<file path="config.mk">
export PLATFORM = sky130hd
export DESIGN_NAME = led_line_sched
export DESIGN_NICKNAME = d
export VERILOG_FILES = /design/src/rtl/led_line_sched.sv
export SDC_FILE = /design/constraint.sdc
export NUM_CORES = 1
export LEC_CHECK = 0
export ABC_AREA = 1
export CORE_ASPECT_RATIO = 1.5
export CORE_MARGIN = 3
export CORE_UTILIZATION = 35
export DETAILED_ROUTE_END_ITERATION = 10
export MAX_ROUTING_LAYER = met4
export SLEW_MARGIN = 10
export SYNTH_ARGS = -nofsm -noshare
export SYNTH_HDL_FRONTEND = slang
export SYNTH_SLANG_ARGS = --single-unit
</file>
<file path="constraint.sdc">
create_clock -name clk -period 3.7 [get_ports clk]
set_clock_uncertainty 0.05 [all_clocks]
set_input_delay 0.74 -clock clk [delete_from_list [all_inputs] [get_ports clk]]
set_output_delay 0.74 -clock clk [all_outputs]
set_load 0.03 [all_outputs]
</file>
<file path="src/rtl/led_line_sched.sv">
// led_line_sched: drains an FWFT FIFO into fixed-length LED lines with blanking and vsync gaps
module led_line_sched #(
  parameter int LINE_LEN = 64,
  parameter int BLANK_CYC = 8,
  parameter int LINES = 32,
  parameter int VSYNC_CYC = 16
) (
  input  logic clk,
  input  logic rst,
  input  logic start,
  input  logic fifo_valid,
  input  logic [11:0] fifo_dout,
  output logic fifo_re,
  input  logic pix_ready,
  output logic [11:0] pix_data,
  output logic pix_vld,
  output logic line_start,
  output logic frame_done,
  output logic busy,
  output logic [$clog2(LINES > 1 ? LINES : 2)-1:0] line_idx,
  output logic underrun
);
  localparam int WW = $clog2(LINE_LEN > 1 ? LINE_LEN : 2);
  localparam int GMAX = BLANK_CYC > VSYNC_CYC ? BLANK_CYC : VSYNC_CYC;
  localparam int GW = $clog2(GMAX > 1 ? GMAX : 2);
  localparam int LW = $clog2(LINES > 1 ? LINES : 2);
  typedef enum logic [1:0] {IDLE, LINE, BLANK, VSYNC} state_t;
  state_t state;
  logic [WW-1:0] word_cnt;
  logic [GW-1:0] gap_cnt;
  assign fifo_re = ~rst & (state == LINE) & fifo_valid & pix_ready;
  assign busy = state != IDLE;
  always_ff @(posedge clk) begin
    if (rst) begin
      state <= IDLE;
      word_cnt <= '0;
      gap_cnt <= '0;
      line_idx <= '0;
      pix_data <= '0;
      pix_vld <= 1'b0;
      line_start <= 1'b0;
      frame_done <= 1'b0;
      underrun <= 1'b0;
    end else begin
      pix_vld <= fifo_re;
      line_start <= 1'b0;
      frame_done <= 1'b0;
      if (fifo_re) pix_data <= fifo_dout;
      case (state)
        IDLE: if (start) begin
          state <= LINE;
          word_cnt <= '0;
          line_idx <= '0;
          underrun <= 1'b0;
          line_start <= 1'b1;
        end
        LINE: begin
          if (pix_ready & ~fifo_valid) underrun <= 1'b1;
          if (fifo_re) begin
            if (word_cnt == WW'(LINE_LEN - 1)) begin
              state <= BLANK;
              word_cnt <= '0;
              gap_cnt <= '0;
            end else word_cnt <= word_cnt + 1'b1;
          end
        end
        BLANK: if (gap_cnt == GW'(BLANK_CYC - 1)) begin
          gap_cnt <= '0;
          if (line_idx == LW'(LINES - 1)) state <= VSYNC;
          else begin
            line_idx <= line_idx + 1'b1;
            state <= LINE;
            line_start <= 1'b1;
          end
        end else gap_cnt <= gap_cnt + 1'b1;
        VSYNC: if (gap_cnt == GW'(VSYNC_CYC - 1)) begin
          gap_cnt <= '0;
          state <= IDLE;
          frame_done <= 1'b1;
        end else gap_cnt <= gap_cnt + 1'b1;
        default: state <= IDLE;
      endcase
    end
  end
endmodule

</file>
==> results.yml <==
status:
  status: "finished clean"
yosys:
  yosysSeqAreaShare_pct: 43.35
  synth_area_leaders: "dfxtp_1, nand2_1, nand3_1"
  async_reset_ff_share_pct: 0
  synth_top_area_share_pct: 43.35
  postSynthCellCount: 204
  syn_area_per_cell_sq_um: 7.470
  post-synth-top-count-cell: "nand2_1"
  postSynthNetCount: 225
  synth.largest_area_cell: "dfxtp_1"
  synth_edf_count: 0
  yosysWarnings: 0
  synth_seq_cells: 33
  synth-main-ff-cell: "dfxtp_1"
  synthesis.area_sq_um: 1524
  synthDistinctLibCells: 28
  synth_common_cells: "nand2_1, dfxtp_1, nand3_1"
clock_network:
  cts-root-buf: "clkbuf_8"
  clk_latency_ns: 0.28
  post_cts_buffers: 0
  cts_tree: "done"
  cts_buffer_depth: 2
  clock-sinks: 33
  htreeDepth: 2
  cts_resized: 0
  cts_hold_buffers: 0
  cts-buffers-inserted: 5
  clk_pin_slew_ns: 0.06
drt:
  routed_wl_um: 3297
  dr.pass1.iters: 4
  remaining_drc_errors: 0
  ant_nets: 0
  wl_per_cell_um: 11.25
  via_per_inst: 4.778
  first_iter_violations: 23
  via_count: 1400
timing:
  fin_crit_ns: 3.105
  max_slew.worst_pin.slew_ns: 0.3369
  rsz0062_at_grt: "no"
  drv_slew: 0
  finalHoldViolations: 0
  fin_crit_sh_pct: 83.92
  finalSetupTns_ns: 0
  worst_hold_slack_ns: 0.4164
  max_clock_freq_mhz: 322.1
  slew_headroom_pct: 77.47
  fin_ws_ns: 0.5949
  setup_viol: 0
placed_design:
  place_congestion: 0.8125
  dp_hpwl_um: 2474
  place_ws_ns: 0.5810
  dp.cells: 285
  io_buffer_count: 39
global_route:
  antenna_found_initial: 0
  grt_max_degree: 19
  grt_pass1_wl_um: 5678
  grt_pass1_vias: 1346
  grt_overflow: 0
  grt_usage_pct: 14.74
critical_path:
  r2r-start: "line_idx[0]"
  crit_path_end_kind: "primary output"
  crit_path_start: "rst"
  crit_path_start_kind: "primary input"
  critPathArrivalTime_ns: 2.32
  critPathKind: "primary input to primary output"
  required_ns: 2.91
  critPathMaxFanout: 18
die:
  start_util_pct: 37.50
  boundaryPins: 40
  coreArea_sq_um: 4064
  die_w_um: 59.88
  die_y_um: 86.82
  rows: 28
  die-area_sq_um: 5198
finish:
  drive_above_1_share_pct: 9.677
  layout.cells.non_filler: 293
  nets: 268
  insertedDiodeCount: 0
  syn_to_final_growth_pct: 33.33
pwr:
  vdd_drop_max_uv: 388.6
  p_leak_nw: 0.8664
  power_per_cell_area_nw_per_um2: 490.7
  power_mw: 0.9972
min_path:
  hp-start: "pix_data[8]"
  hold_path_class: "flop to flop"
job:
  cap_violations: 0
[sequential cells by signal, indices dropped and copies added, names as in the netlist]
signal and flops:
pix_vld 1, underrun 1, pix_data 12, frame_done 1
gap_cnt 4, state 2, line_idx 5, word_cnt 6
line_start 1
[through the flow]
step | instance area (sq um) | utilization (%)
final | 2032 | 50.00
after global routing | 2032 | 50.00
after CTS | 2032 | 50.00
after detailed placement | 1952 | 48.03
after global placement | 1952 | 48.03
after floorplan | 1524 | -
[report_power, final]
| part | total (mW) | internal [mW] | leakage [nW] | switching [mW] |
|---|---|---|---|---|
| combinational | 0.311 | 0.118 | 0.559 | 0.193 |
| clock | 0.258 | 0.134 | 0.0395 | 0.125 |
| sequential | 0.428 | 0.390 | 0.268 | 0.0377 |
| total | 0.997 | 0.641 | 0.866 | 0.356 |
[placed cells by master, fill, tap and decap left out, types with 2 or more instances in the layout]
master | synthesis | routed
nand2_1 | 58 | 58
clkbuf_1 | 1 | 3
clkbuf_8 | 0 | 5
ha_1 | 4 | 4
a21oi_1 | 11 | 11
nor2_1 | 16 | 16
inv_1 | 15 | 15
o21ai_0 | 6 | 6
dfxtp_1 | 33 | 33
inv_2 | 6 | 6
buf_4 | 0 | 2
clkdlybuf4s50_1 | 0 | 38
nor3_1 | 2 | 2
nand2_4 | 4 | 4
xor2_1 | 3 | 3
nand3_1 | 30 | 30
[final timing paths]
kind / to / slack, ns / depth (start not counted)
hold reg to reg: pix_data[8] / 0.42 / 2
setup / recovery: fifo_re / 0.59 / 7
setup reg to reg: line_idx[4] / 2.10 / 9
hold / removal: pix_data[8] / 0.42 / 2
[layer usage]
metal  share of wire (%)  track usage [%]  wire length, um
met1                  41            15.73             1354
met3                 5.1            4.471              167
met5                   0                -                0
met2                  52            24.31             1705
met4                 2.1            6.855               70
[layout make-up]
| cell class | count | area (sq um) |
|---|---|---|
| Multi-Input combinational cell | 146 | 760.7 |
| Clock buffer | 8 | 80.08 |
| Tap cell | 45 | 56.30 |
| Inverter | 21 | 78.83 |
| Sequential cell | 33 | 660.6 |
| Timing Repair Buffer | 40 | 395.4 |
| Fill cell | 416 | 2032 |
[cells by family (layout without fill, tap and decap cells)]
group / after synthesis / count (layout) / share of synthesized area, %
simple gates: 117 / 117 / 36.45
flops: 33 / 33 / 43.35
buf+inv: 25 / 69 / 6.731
compound gates: 21 / 21 / 7.389
fa+ha+maj: 4 / 4 / 3.284
xor+xnor: 4 / 4 / 2.792
[critical path, stage by stage]
cell	delay, ns
clkdlybuf4s50_1	0.44
inv_2	0.26
nand2_2	0.12
nor2_2	0.16
nand2_4	0.16
inv_2	0.22
buf_4	0.20
Note: power is estimated with default switching activity, not from simulation.
